==> config.mk <==
export PLATFORM = sky130hd
export DESIGN_NAME = decode_stage
export DESIGN_NICKNAME = d
export VERILOG_FILES = /design/src/rtl/rv32i_pkg.sv /design/src/rtl/imm_gen.sv /design/src/rtl/decode_stage.sv
export SDC_FILE = /design/constraint.sdc
export NUM_CORES = 1
export LEC_CHECK = 0
export ABC_AREA = 1
export CORE_MARGIN = 2
export CORE_UTILIZATION = 39
export CTS_BUF_LIST = sky130_fd_sc_hd__clkbuf_8
export DETAILED_ROUTE_END_ITERATION = 12
export HOLD_SLACK_MARGIN = 0.15
export PLACE_DENSITY = 0.79
export SETUP_SLACK_MARGIN = 0.15
export SLEW_MARGIN = 20
export SYNTH_ARGS = -nofsm -noshare
export SYNTH_HDL_FRONTEND = slang
export SYNTH_SLANG_ARGS = --single-unit
==> constraint.sdc <==
create_clock -name clk -period 2.2 [get_ports clk]
set_input_delay 0.66 -clock clk [delete_from_list [all_inputs] [get_ports clk]]
set_output_delay 0.66 -clock clk [all_outputs]
set_load 0.005 [all_outputs]
==> src/rtl/rv32i_pkg.sv <==
// rv32i_pkg: RV32I opcodes, ALU op encoding, immediate formats and ex_ctrl bit layout
package rv32i_pkg;

    localparam logic [6:0] OPC_LUI    = 7'b0110111;
    localparam logic [6:0] OPC_AUIPC  = 7'b0010111;
    localparam logic [6:0] OPC_JAL    = 7'b1101111;
    localparam logic [6:0] OPC_JALR   = 7'b1100111;
    localparam logic [6:0] OPC_BRANCH = 7'b1100011;
    localparam logic [6:0] OPC_LOAD   = 7'b0000011;
    localparam logic [6:0] OPC_STORE  = 7'b0100011;
    localparam logic [6:0] OPC_OPIMM  = 7'b0010011;
    localparam logic [6:0] OPC_OP     = 7'b0110011;
    localparam logic [6:0] OPC_FENCE  = 7'b0001111;
    localparam logic [6:0] OPC_SYSTEM = 7'b1110011;

    typedef enum logic [3:0] {
        ALU_ADD   = 4'd0,
        ALU_SUB   = 4'd1,
        ALU_SLL   = 4'd2,
        ALU_SLT   = 4'd3,
        ALU_SLTU  = 4'd4,
        ALU_XOR   = 4'd5,
        ALU_SRL   = 4'd6,
        ALU_SRA   = 4'd7,
        ALU_OR    = 4'd8,
        ALU_AND   = 4'd9,
        ALU_PASSB = 4'd10
    } alu_op_t;

    // FMT_NONE covers opcodes with no immediate and no register reads (FENCE, SYSTEM, illegal)
    typedef enum logic [2:0] {
        FMT_R, FMT_I, FMT_S, FMT_B, FMT_U, FMT_J, FMT_NONE
    } fmt_t;

    // ex_ctrl = {wb_en, mem_rd, mem_wr, branch, jal, jalr, alu_src_imm}
    localparam int CTRL_WB   = 6;
    localparam int CTRL_MRD  = 5;
    localparam int CTRL_MWR  = 4;
    localparam int CTRL_BR   = 3;
    localparam int CTRL_JAL  = 2;
    localparam int CTRL_JALR = 1;
    localparam int CTRL_IMM  = 0;

    // instr[30] picks SUB only for register-register OP; for shifts it picks SRA in both forms
    function automatic alu_op_t alu_dec(input logic [2:0] f3, input logic b30, input logic is_op);
        case (f3)
            3'b000:  return (is_op && b30) ? ALU_SUB : ALU_ADD;
            3'b001:  return ALU_SLL;
            3'b010:  return ALU_SLT;
            3'b011:  return ALU_SLTU;
            3'b100:  return ALU_XOR;
            3'b101:  return b30 ? ALU_SRA : ALU_SRL;
            3'b110:  return ALU_OR;
            default: return ALU_AND;
        endcase
    endfunction

endpackage

==> src/rtl/imm_gen.sv <==
// imm_gen: combinational RV32I immediate extraction
//   instr in  32  instruction word
//   imm   out 32  sign-extended immediate (0 for R-type and FMT_NONE)
//   fmt   out     instruction format, also used to tell which source registers are read
module imm_gen
    import rv32i_pkg::*;
(
    input  logic [31:0] instr,
    output logic [31:0] imm,
    output fmt_t        fmt
);

    logic [6:0] opc;

    assign opc = instr[6:0];

    always_comb begin
        fmt = (opc == OPC_LUI || opc == OPC_AUIPC)                      ? FMT_U :
              (opc == OPC_JAL)                                          ? FMT_J :
              (opc == OPC_JALR || opc == OPC_LOAD || opc == OPC_OPIMM)  ? FMT_I :
              (opc == OPC_BRANCH)                                       ? FMT_B :
              (opc == OPC_STORE)                                        ? FMT_S :
              (opc == OPC_OP)                                           ? FMT_R : FMT_NONE;
        imm = (fmt == FMT_I) ? {{20{instr[31]}}, instr[31:20]} :
              (fmt == FMT_S) ? {{20{instr[31]}}, instr[31:25], instr[11:7]} :
              (fmt == FMT_B) ? {{19{instr[31]}}, instr[31], instr[7], instr[30:25], instr[11:8], 1'b0} :
              (fmt == FMT_U) ? {instr[31:12], 12'd0} :
              (fmt == FMT_J) ? {{11{instr[31]}}, instr[31], instr[19:12], instr[20], instr[30:21], 1'b0} :
              32'd0;
    end

endmodule

==> src/rtl/decode_stage.sv <==
// decode_stage: RV32I decode plus ID/EX pipeline register with load-use bubble and EX flush
//   clk, reset (async, active-low)
//   if_valid/if_instr/if_pc -> id_ready         fetch handshake
//   rf_raddr1/2 -> rf_rdata1/2                  RegFile read (addresses combinational from if_instr)
//   wb_wr_en/wb_addr/wb_data                    writeback port, used for capture bypass
//   ex_flush, ex_ready -> ex_valid, ex_*        ID/EX register towards EX
// Build option: define WB_BYPASS_EN to capture wb_data when writeback hits a source register.
module decode_stage
    import rv32i_pkg::*;
#(
    parameter int XLEN  = 32,
    parameter int RF_AW = 32
) (
    input  logic             clk,
    input  logic             reset,
    input  logic             if_valid,
    input  logic [31:0]      if_instr,
    input  logic [XLEN-1:0]  if_pc,
    output logic             id_ready,
    output logic [RF_AW-1:0] rf_raddr1,
    output logic [RF_AW-1:0] rf_raddr2,
    input  logic [XLEN-1:0]  rf_rdata1,
    input  logic [XLEN-1:0]  rf_rdata2,
    input  logic             wb_wr_en,
    input  logic [4:0]       wb_addr,
    input  logic [XLEN-1:0]  wb_data,
    input  logic             ex_flush,
    input  logic             ex_ready,
    output logic             ex_valid,
    output logic [XLEN-1:0]  ex_pc,
    output logic [XLEN-1:0]  ex_rs1_val,
    output logic [XLEN-1:0]  ex_rs2_val,
    output logic [XLEN-1:0]  ex_imm,
    output logic [4:0]       ex_rd,
    output logic [3:0]       ex_alu_op,
    output logic [2:0]       ex_funct3,
    output logic [6:0]       ex_ctrl,
    output logic             ex_illegal
);

    logic [6:0]      opc;
    logic [4:0]      rs1;
    logic [4:0]      rs2;
    logic [4:0]      rd;
    logic [31:0]     imm;
    fmt_t            fmt;
    alu_op_t         alu;
    logic [6:0]      ctrl;
    logic            illegal;
    logic            uses_rs1;
    logic            uses_rs2;
    logic            advance;
    logic            hazard;
    logic            load;
    logic [XLEN-1:0] op1;
    logic [XLEN-1:0] op2;

    assign opc = if_instr[6:0];
    assign rs1 = if_instr[19:15];
    assign rs2 = if_instr[24:20];

    assign rf_raddr1 = {{(RF_AW-5){1'b0}}, rs1};
    assign rf_raddr2 = {{(RF_AW-5){1'b0}}, rs2};

    imm_gen u_imm_gen (
        .instr(if_instr),
        .imm  (imm),
        .fmt  (fmt)
    );

    always_comb begin
        alu     = ALU_ADD;
        ctrl    = '0;
        illegal = 1'b0;
        case (opc)
            OPC_LUI: begin
                alu            = ALU_PASSB;
                ctrl[CTRL_WB]  = 1'b1;
                ctrl[CTRL_IMM] = 1'b1;
            end
            OPC_AUIPC: begin
                ctrl[CTRL_WB]  = 1'b1;
                ctrl[CTRL_IMM] = 1'b1;
            end
            OPC_JAL: begin
                ctrl[CTRL_WB]  = 1'b1;
                ctrl[CTRL_JAL] = 1'b1;
                ctrl[CTRL_IMM] = 1'b1;
            end
            OPC_JALR: begin
                ctrl[CTRL_WB]   = 1'b1;
                ctrl[CTRL_JALR] = 1'b1;
                ctrl[CTRL_IMM]  = 1'b1;
            end
            OPC_BRANCH: begin
                alu           = ALU_SUB;
                ctrl[CTRL_BR] = 1'b1;
            end
            OPC_LOAD: begin
                ctrl[CTRL_WB]  = 1'b1;
                ctrl[CTRL_MRD] = 1'b1;
                ctrl[CTRL_IMM] = 1'b1;
            end
            OPC_STORE: begin
                ctrl[CTRL_MWR] = 1'b1;
                ctrl[CTRL_IMM] = 1'b1;
            end
            OPC_OPIMM: begin
                alu            = alu_dec(if_instr[14:12], if_instr[30], 1'b0);
                ctrl[CTRL_WB]  = 1'b1;
                ctrl[CTRL_IMM] = 1'b1;
            end
            OPC_OP: begin
                alu           = alu_dec(if_instr[14:12], if_instr[30], 1'b1);
                ctrl[CTRL_WB] = 1'b1;
            end
            OPC_FENCE, OPC_SYSTEM: ;
            default: illegal = 1'b1;
        endcase
    end

    assign rd = ctrl[CTRL_WB] ? if_instr[11:7] : 5'd0;

    assign uses_rs1 = (fmt == FMT_R) || (fmt == FMT_I) || (fmt == FMT_S) || (fmt == FMT_B);
    assign uses_rs2 = (fmt == FMT_R) || (fmt == FMT_S) || (fmt == FMT_B);

    assign advance  = !ex_valid || ex_ready;
    assign hazard   = ex_valid && ex_ctrl[CTRL_MRD] && (ex_rd != 5'd0) &&
                      ((uses_rs1 && rs1 == ex_rd) || (uses_rs2 && rs2 == ex_rd));
    assign id_ready = advance && !hazard && !ex_flush;
    assign load     = if_valid && id_ready;

`ifdef WB_BYPASS_EN
    logic byp1;
    logic byp2;

    assign byp1 = wb_wr_en && (wb_addr != 5'd0) && (wb_addr == rs1);
    assign byp2 = wb_wr_en && (wb_addr != 5'd0) && (wb_addr == rs2);
    assign op1  = (rs1 == 5'd0) ? '0 : byp1 ? wb_data : rf_rdata1;
    assign op2  = (rs2 == 5'd0) ? '0 : byp2 ? wb_data : rf_rdata2;
`else
    logic unused_wb;

    assign unused_wb = ^{wb_wr_en, wb_addr, wb_data};
    assign op1       = (rs1 == 5'd0) ? '0 : rf_rdata1;
    assign op2       = (rs2 == 5'd0) ? '0 : rf_rdata2;
`endif

    // flush and bubble both fall out of load=0 because id_ready already excludes them
    always_ff @(posedge clk or negedge reset) begin
        if (!reset) begin
            ex_valid   <= 1'b0;
            ex_pc      <= '0;
            ex_rs1_val <= '0;
            ex_rs2_val <= '0;
            ex_imm     <= '0;
            ex_rd      <= '0;
            ex_alu_op  <= '0;
            ex_funct3  <= '0;
            ex_ctrl    <= '0;
            ex_illegal <= 1'b0;
        end else begin
            if (ex_flush || advance)
                ex_valid <= load;
            if (load) begin
                ex_pc      <= if_pc;
                ex_rs1_val <= op1;
                ex_rs2_val <= op2;
                ex_imm     <= imm;
                ex_rd      <= rd;
                ex_alu_op  <= alu;
                ex_funct3  <= if_instr[14:12];
                ex_ctrl    <= ctrl;
                ex_illegal <= illegal;
            end
        end
    end

endmodule

After elaboration in Yosys (flattened, before gate mapping). Index checks and enable logic that the tools add are counted.

Equality and inequality tests: 24. Muxes and demuxes: 27. Reduce and logical (&&, ||, !) cells: 30.

Operator list (count): $mux W32 (7); $pmux W4 S7 (2); $eq A7 B7 Y1 const B (4); $eq A7 B6 Y1 const B (3); $mux W3 (6); $pmux W4 S4 (1); $eq A3 B3 Y1 const B (5); $eq A7 B5 Y1 const B (2); $reduce_or A7 Y1 (2); $eq A3 B2 Y1 const B (4); $logic_or A1 B1 Y1 (11); $reduce_or A11 Y1 (1); $eq A5 B5 Y1 (2); $logic_not A5 Y1 (2); $mux W1 (10); $logic_and A1 B1 Y1 (8); $eq A7 B2 Y1 const B (1); $eq A7 B4 Y1 const B (1); $eq A3 B1 Y1 const B (2); $logic_not A3 Y1 (2); $mux W5 (1); $reduce_bool A5 Y1 (1); $logic_not A1 Y1 (3).

Flip-flop bits (word level): 149. Input bits: 171. Output and inout bits: 214. Word-level logic and storage cells: 91.

Longest topological paths before layout. Gate-level depths: netlist (run 1).

Depth after elaboration: 18. Gate-level depth with buffers: 14. Gate-level depth less buffers: 12.

By module. Synthesis (run 1) repeated with hierarchy kept, for this count alone.

Cell total of the unflattened synthesis: 1225. Area, all modules: 8700.8 µm².

By module, submodules not included: decode_stage (instances 1, cells an instance 1002, area an instance 7713.6 µm², sequential area each 3728.6 µm²); imm_gen (instances 1, cells an instance 223, area an instance 987.2 µm², sequential area each 0.0 µm²).

Worst setup path before layout (run 1). OpenSTA, ideal clock, no wires.

Kind: input -> output. Start: in if_instr[5]. End: out id_ready. Arrival time: 1.701 ns. Slack: -0.161 ns. Stages: 11. Buffers on the path: 2. Cells stage by stage: buf_2 -> inv_1 -> nor2_1 -> o21ai_1 -> nand3_1 -> nand2_1 -> nand2_1 -> nand2_2 -> buf_2 -> nand2_1 -> nor2_1.

Longest elaborated chain between the ends: 17.

Ends and longest elaborated chain: from (decl) (RTL line decode_stage.sv:17) `input logic [31:0] if_instr,`; $eq A7 B6 Y1 (RTL line imm_gen.sv:23) `(opc == OPC_OP) ? FMT_R : FMT_NONE;`; $mux W3 (RTL line imm_gen.sv:23); $mux W3 (RTL line imm_gen.sv:22) `(opc == OPC_STORE) ? FMT_S :`; $mux W3 (RTL line imm_gen.sv:21) `(opc == OPC_BRANCH) ? FMT_B :`; $mux W3 (RTL line imm_gen.sv:20) `(opc == OPC_JALR || opc == OPC_LOAD || opc == OPC_OPIMM) ? FMT_I :`; $mux W3 (RTL line imm_gen.sv:19) `(opc == OPC_JAL) ? FMT_J :`; $mux W3 (*) (RTL line imm_gen.sv:18) `fmt = (opc == OPC_LUI || opc == OPC_AUIPC) ? FMT_U :`; $eq A3 B1 Y1 / $logic_not A3 Y1 (equally long branches) (RTL line decode_stage.sv:124, decode_stage.sv:125); $logic_or A1 B1 Y1 (3 in series) (RTL line decode_stage.sv:124) `assign uses_rs1 = (fmt == FMT_R) || (fmt == FMT_I) || (fmt == FMT_S) || (fmt == FMT_B);`; $logic_and A1 B1 Y1 (RTL line decode_stage.sv:129) `((uses_rs1 && rs1 == ex_rd) || (uses_rs2 && rs2 == ex_rd));`; $logic_or A1 B1 Y1 (*) (RTL line decode_stage.sv:129); $logic_and A1 B1 Y1 (*) (RTL line decode_stage.sv:128) `assign hazard = ex_valid && ex_ctrl[CTRL_MRD] && (ex_rd != 5'd0) &&`; $logic_not A1 Y1 (*) (RTL line decode_stage.sv:130) `assign id_ready = advance && !hazard && !ex_flush;`; $logic_and A1 B1 Y1 (*) (2 in series) (RTL line decode_stage.sv:130); to (decl) (RTL line decode_stage.sv:19) `output logic id_ready,`.

Every way passes the cells marked *; elsewhere a longest branch is shown, timed or not.

Worst setup path after layout (run 1).
Start: reg ex_rd[4]. End: out id_ready.

Longest elaborated chain between the ends: 7.

Ends and longest elaborated chain: from (decl) (RTL line decode_stage.sv:34) `output logic [4:0] ex_rd,`; from (signal assigned) (RTL line decode_stage.sv:170) `ex_rd <= rd;`; $eq A5 B5 Y1 (RTL line decode_stage.sv:129); $logic_and A1 B1 Y1 (RTL line decode_stage.sv:129); $logic_or A1 B1 Y1 (RTL line decode_stage.sv:129); $logic_and A1 B1 Y1 (*) (RTL line decode_stage.sv:128); $logic_not A1 Y1 (*) (RTL line decode_stage.sv:130); $logic_and A1 B1 Y1 (*) (2 in series) (RTL line decode_stage.sv:130).

Marks and branches as above.

==> impl_summary.md, run 1 <==
Status
The run finished, with violations left. The checks that failed: setup timing.

Logic synthesis
The cell count after synthesis is 1143. Of the synthesized area, sequential elements account for 44.5%. The async set-or-reset flop fraction in the synthesized netlist is 100%. The synthesis-stage register bit count is 149. The average size of a mapped cell is 7.33 um^2.

The flip-flop cell with the highest count after synthesis is dfrtp_1. The area share of the leading cell type in the synthesized netlist is 44.5%. In the post-synthesis netlist, the biggest area contributors are dfrtp_1 44%, nand2_1 21%, nand4_1 11%. The most repeated cell in the gate-level netlist after synthesis is nand2_1.

The netlist area before placement is 8380 um^2. The cell type with the highest aggregate area in the netlist is dfrtp_1. The synthesized netlist contains 24 unique library cells.

By count the netlist is led by 463 x nand2_1, 151 x nand4_1, 149 x dfrtp_1. During synthesis, Yosys emitted a total of 0 warnings. Counting flops with a built-in enable in the synthesized netlist gives 0.

Drt
The total DRC errors in the routed layout is 0. The pre-antenna-repair detailed-routing pass consisted of 5 iterations. The routed length per placed instance is 18.7 um. The first routing iteration left 666 violations. Detailed routing inserted a total of 9687 vias. Wires add up to 34500 um. The remaining number of nets flagged by the antenna check after routing is 0. After detailed routing, the number of vias per cell comes to 5.25.

CTS
The clock latency on the worst-skew pair is 0.48 ns. After clock tree synthesis, the clock-pin slew on the worst setup and hold paths is 0.09 ns. The H-tree depth is 4.

Clock tree synthesis inserted a total of 17 buffers. For this design, the sink count on the clock tree is 149. The cell sitting at the root of the clock tree is a clkbuf_8.

TritonCTS built the clock tree. The maximum clock insertion buffer count is 2.

Setup path
The critical register-to-register path startpoint is ex_rd[4]$_DFFE_PN0P_. For the worst setup path, the data required time is 1.54 ns. The critical path is of the register to primary output type. The number of cells on the worst reg-to-reg path is 15.

STA classifies the critical path endpoint as a primary output. For this run, the slowest stage of the critical path takes 0.48 ns. The worst setup path is launched from a register. The critical path goes through xnor2_1 -> nand2_1 -> nor2_2 -> nand3_2 -> nand2_2 -> nand2_4 -> nand2_2 -> nor2_1 -> buf_2. By instance count, the cell type seen most on the critical path is nand2_2. For the worst setup path, the data arrival time is 1.78 ns. The most critical setup path has its startpoint at ex_rd[4]$_DFFE_PN0P_. The slowest cell on the critical path is dfrtp_2. Of all nets on the critical path, the largest fanout is 5.

Floorplanning
Row generation in the floorplan step produced 53 rows. The area inside the core boundary is 21100 um^2. The count of boundary I/O pins is 385.

The total die area is 22700 um^2. The die is 151 um tall. The die width is 151 um. For this configuration, the core starts out at a cell density of 39.7%.

Power
Per report_power, the clock group accounts for 31.8% of the total. The sequential cell fraction of total power is 40.8%. The fraction of power consumed by combinational cells is 27.4%.

The sum of internal, switching and leakage power is 7.94 mW. VDD sags by at most 0.000338 V. In this run the power spent charging and discharging nets is 2.37 mW. Internal power comes to 5.57 mW.

In this run the power density over the cells is 555 nW/um^2. The analysis attributes to cell leakage a power of 8.49 nW. Net switching is 29.9% of the power.

Timing
The maximum operating frequency is 410 MHz. The max-slew violation count came to 0. Setup repair after global routing could not meet its margin everywhere. In the post-route analysis, the smallest setup slack over all paths is -0.240 ns.

After layout, the minimum clock period comes to 2.44 ns. The total negative setup slack is -1.68 ns. On the final layout, the worst clock skew is 0.0163 ns. The number of failing hold endpoints at the final stage is 0.

The final count of negative-setup-slack endpoints is 67. The portion of the clock cycle consumed by the worst path in the final layout is 111%. Hold timing on the final database bottoms out at a slack of 0.475 ns.

Cells and area
The final standard cell area without fillers is 14300 um^2. From synthesis to final layout, the design area changed by 70.6%. Cells fill 67.8% of the core in the end.

The proportion of layout cells with a drive suffix above 1 is 25.0%. After filler insertion, the fill cell instance count of the layout stands at 1619. The final instance count without filler cells is 1845. The number of nets in the finished design is 1727.

Place
The placed cell area is 11800 um^2. The count of buffers from port buffering is 292. The pre-CTS setup slack is -0.995 ns. The placer's final routability congestion estimate is 0.931. The detailed-placement wirelength estimate is 19600 um. The number of placed instances, taps included, is 1705.

GRT
The first global-routing pass estimated 44500 um of wire. The initial antenna violation count came to 0. Entering global routing, the biggest net connects 92 pins.

The via count of the first global-routing pass was 8318. Global routing consumed, over all layers together, 25.1% of the routing resources. The total overflow reported by the global router is 0.

Worst hold path
The number of cells traversed by the worst hold path is 2. The class of the tightest hold or removal check is register to register. The startpoint of the most critical hold path is ex_alu_op[0]$_DFFE_PN0P_.

Run
Max-cap violations in this run came to 0.
layer usage:
metal | track usage [%] | share of wire [%]
met5 | 0 | 0
met4 | 8.27 | 4.1
met3 | 6.39 | 9.4
met2 | 41.6 | 48
met1 | 32.1 | 39
what timing repair did:
action,4_1_cts,5_1_grt
pin swaps,14,16
cloned,7,28
hold endpoints to repair,40,0
resized for setup,109,256
endpoints found under the setup margin,182,221
buffers inserted,15,57
hold buffers,1,0
power groups by stage:
stage / logic (mW) / registers, mW / clock network, mW
floorplan: 0.641 / 3.28 / 0
global placement: 1.78 / 3.25 / 0
detailed placement: 1.81 / 3.26 / 0
CTS: 1.84 / 3.21 / 2.56
global route: 2.34 / 3.27 / 2.68
finish: 2.18 / 3.24 / 2.53
final timing paths:
check	to	slack, ns
setup / recovery	id_ready	-0.24
min in group asynchronous	ex_rs1_val[14]$_DFFE_PN0P_	0.68
setup reg to reg	ex_rs1_val[12]$_DFFE_PN0P_	-0.09
hold / removal	ex_alu_op[0]$_DFFE_PN0P_	0.48
max in group asynchronous	ex_rd[2]$_DFFE_PN0P_	0.91
hold reg to reg	ex_alu_op[0]$_DFFE_PN0P_	0.48
cells by family after synthesis:
family	Yosys count	share of synthesized area (%)
buffers and inverters	254	15.7
AND/OR/NAND/NOR	706	37.2
other	1	0.0447
AO/OA/AOI/OAI	29	2.06
flip-flops	149	44.5
XOR/XNOR	4	0.418
flip-flops by register name, summed over array words and instances (netlist names):
name / flops
ex_imm: 32
ex_pc: 32
ex_rs1_val: 32
ex_rs2_val: 32
ex_ctrl: 7
ex_rd: 5
ex_alu_op: 4
ex_funct3: 3
ex_illegal: 1
ex_valid: 1
area by class of cell:
type / count / area (um^2) / share of cell area (%)
diodes: 1 / 2.50 / 0.0175
clock buffers: 18 / 248 / 1.73
well taps: 275 / 344 / 2.41
multi-input cells: 795 / 4040 / 28.2
flip-flops and latches: 149 / 3730 / 26.1
clock inverters: 14 / 211 / 1.48
repair buffers: 486 / 5320 / 37.2
inverters: 107 / 402 / 2.81
cells in the final DEF (no fill, tap or decap), types with 7 or more instances in the layout:
| master | n |
|---|---|
| clkbuf_16 | 18 |
| clkbuf_8 | 18 |
| buf_4 | 123 |
| nand3_1 | 41 |
| nand2_2 | 103 |
| nor2_1 | 30 |
| dfrtp_1 | 146 |
| dlymetal6s2s_1 | 65 |
| nand2_4 | 20 |
| inv_1 | 101 |
| clkdlybuf4s50_1 | 177 |
| dlygate4sd2_1 | 26 |
| nand2_1 | 342 |
| conb_1 | 54 |
| o21ai_0 | 11 |
| buf_6 | 23 |
| nor3_1 | 7 |
| nand4_1 | 151 |
| buf_12 | 23 |
| clkdlybuf4s15_2 | 8 |
| a21boi_0 | 11 |
worst max-delay path: cells and delay by family (launching register included):
| kind | cells | cell delay, ns |
|---|---|---|
| xor gates and xnor gates | 1 | 0.15 |
| DFF | 1 | 0.48 |
| and+or+nand+nor | 7 | 0.54 |
| buffers and inverters | 1 | 0.13 |
No activity file was read; power rests on OpenSTA's default activity.
==> run 2, diff against run 1 <==
CORE_MARGIN = 8   (was 2)
==> impl_summary.md, run 2 (synthesis gave the netlist of run 1 again) <==
Status
The run finished, with violations left. The final reports fail on setup timing.

GRT
The via count of the first global-routing pass came to 8731. In the global route stage, overall resource usage came out at 22.3%. Entering global routing, the biggest net connects 92 pins. The total overflow reported by the global router is 0. The initial antenna violation count is 1. The wire length of the first global-routing pass is 47300 um.

Cells and area
Measured on the finished design, the core utilization comes to 66.6%. The top cell types in the final layout, fill and taps aside, are 360 x nand2_1, 205 x clkdlybuf4s50_1, 151 x nand4_1. The number of antenna diodes in the final layout is 0.

The final instance count without filler cells is 1812. The signed area change from the synthesized netlist to the final layout is 67.5%. The proportion of layout cells with a drive suffix above 1 is 22.0%. The number of nets in the finished design is 1695.

The leading cell type in the layout, fill and taps excluded is nand2_1.

Place
Including well taps, the total number of placed cells is 1701. Buffers placed on the I/O ports in this run total 292. Detailed placement finished with a half-perimeter wire length of 22100 um.

The pre-CTS setup slack is -1.04 ns. The congestion estimate from routability-driven global placement came to 0.911.

CTS
The number of buffers created by CTS is 17. The maximum clock insertion buffer count is 2. The H-tree depth is 4. Clock-pin slew was measured on the worst setup and hold paths at 0.09 ns.

The TritonCTS clock tree is built. The number of clock sinks seen by CTS is 149. For the worst-skew pair, the clock arrives at the later sink with an insertion delay of 0.46 ns. Clock tree synthesis selected as its root buffer the cell clkbuf_8.

Timing
Based on the critical path, the design can be clocked at up to 409 MHz. The final critical delay including setup and external delays is 2.45 ns. The number of failing hold endpoints at the final stage is 0.

The final count of negative-setup-slack endpoints is 14. On the final layout, the worst clock skew is 0.0174 ns. Setup repair after global routing could not meet its margin everywhere. In this run the tightest slew margin relative to its limit is 55.2%. Once routing completed, OpenROAD measured the worst setup slack at -0.247 ns. At the pin with the least slew margin, the transition time is 0.669 ns.

Dividing the final minimum period by the clock period gives 111%. The max-slew violation count came to 0.

Setup path
The startpoint type of the worst setup path is a register. STA classifies the critical path endpoint as a primary output. The arrival time of the worst setup path is 1.79 ns.

Of all nets on the critical path, the largest fanout is 6. In this run the critical register-to-register path is launched from ex_rd[4]$_DFFE_PN0P_. The termination of the worst setup path is id_ready.

The origin of the worst setup path is ex_rd[4]$_DFFE_PN0P_. The endpoint of the worst register-to-register path is ex_pc[25]$_DFFE_PN0P_. The category of the critical setup timing path is register to primary output.

The internal reg-to-reg setup slack is -0.03 ns. Counting cells, the worst reg-to-reg path comes to 14. The critical path data required time is 1.54 ns.

Power
For this design the ratio of total power to cell area is 576 nW/um^2. The worst-case IR drop observed on VDD is 0.000356 V. Summed over all cells, the static leakage comes to 8.01 nW. The sum of internal, switching and leakage power is 8.09 mW.

Floorplanning
The initial core utilization is 39.7%. The die width is 163 um. In this run the core area contains 53 standard-cell rows. The total die area is 26400 um^2. The count of boundary I/O pins is 385.

The die height is 163 um. The total area inside the core boundary comes to 21100 um^2.

Drt
The mean number of vias per cell is 5.32. For this block, the initial DRC count from the detailed router was 982. The post-detailed-routing wire length is 38100 um. The routed length per placed instance is 21.0 um. After detailed routing, the number of remaining DRC violations is 0. The via count is 9635. The length of the first detailed-routing pass in iterations is 5. The count of nets left with antenna violations once routing finished came out at 0.

Worst hold path
The class of the tightest hold or removal check is register to register.

Run
The tool flagged a number of max-cap violations equal to 0.
-- run 2: worst min-delay path by stage --
| stage | start | end | depth (start not counted) |
|---|---|---|---|
| 2_1_floorplan | reset | ex_alu_op[0]$_DFFE_PN0P_ | 0 |
| 3_3_place_gp | ex_pc[10]$_DFFE_PN0P_ | ex_pc[10]$_DFFE_PN0P_ | 2 |
| 3_5_place_dp | ex_imm[15]$_DFFE_PN0P_ | ex_imm[15]$_DFFE_PN0P_ | 2 |
| 4_1_cts | ex_alu_op[0]$_DFFE_PN0P_ | ex_alu_op[0]$_DFFE_PN0P_ | 2 |
| 5_1_grt | ex_rs2_val[20]$_DFFE_PN0P_ | ex_rs2_val[20]$_DFFE_PN0P_ | 2 |
| 6_report | ex_rs2_val[20]$_DFFE_PN0P_ | ex_rs2_val[20]$_DFFE_PN0P_ | 2 |
-- run 2: where the power goes --
part / switching (mW) / internal, mW
sequential: 0.219 / 3.04
clock: 1.19 / 1.48
combinational: 0.964 / 1.19
-- run 2: layout make-up --
class	instances	area [um^2]
repair buffers	455	5060
well taps	275	344
fillers	1673	7040
clock buffers	17	234
inverters	107	402
flip-flops and latches	149	3730
clock inverters	15	251
multi-input cells	794	4020
-- run 2: timing repair --
item                                   4_1_cts  5_1_grt
hold buffers                                 1        0
endpoints found under the hold margin       35        0
resized for setup                           90      242
cloned                                       0       38
buffers inserted                             9       31
pin swaps                                    6       90
setup endpoints to repair                  181      190
-- run 2: routing by layer --
layer  global-route usage, %  part of all wire [%]  wire length, um
met5                       0                 0.021                8
met3                    5.33                   9.1             3490
met2                    35.3                    46            17700
met1                    28.7                    41            15600
met4                    9.84                   3.6             1380
-- run 2: metrics by stage --
| step | instance area, um^2 | setup TNS (ns) | hold WS [ns] |
|---|---|---|---|
| floorplan | 8600 | -0.0610 | 0.364 |
| global placement | 11800 | -136.43 | 0.452 |
| detailed placement | 11800 | -139.21 | 0.457 |
| CTS | 12400 | -12.79 | 0.473 |
| global route | 14000 | -6.28 | 0.491 |
| finish | 14000 | -0.420 | 0.475 |
-- run 2: worst max-delay path: stages (launching register included) --
cell and delay, ns:
dfrtp_2 0.49, xnor2_1 0.16, nand2_1 0.08, nor2_2 0.15, nand3_2 0.08, nand2_2 0.10, nand2_4 0.06, nand2_1 0.06
nor2_1 0.03, buf_2 0.13
==> run 3, diff against run 2 <==
CTS_CLUSTER_DIAMETER = 200   (was not set)
==> results of run 3 <==
Same layout as run 2: the final DEF is identical, and so are final timing and power.
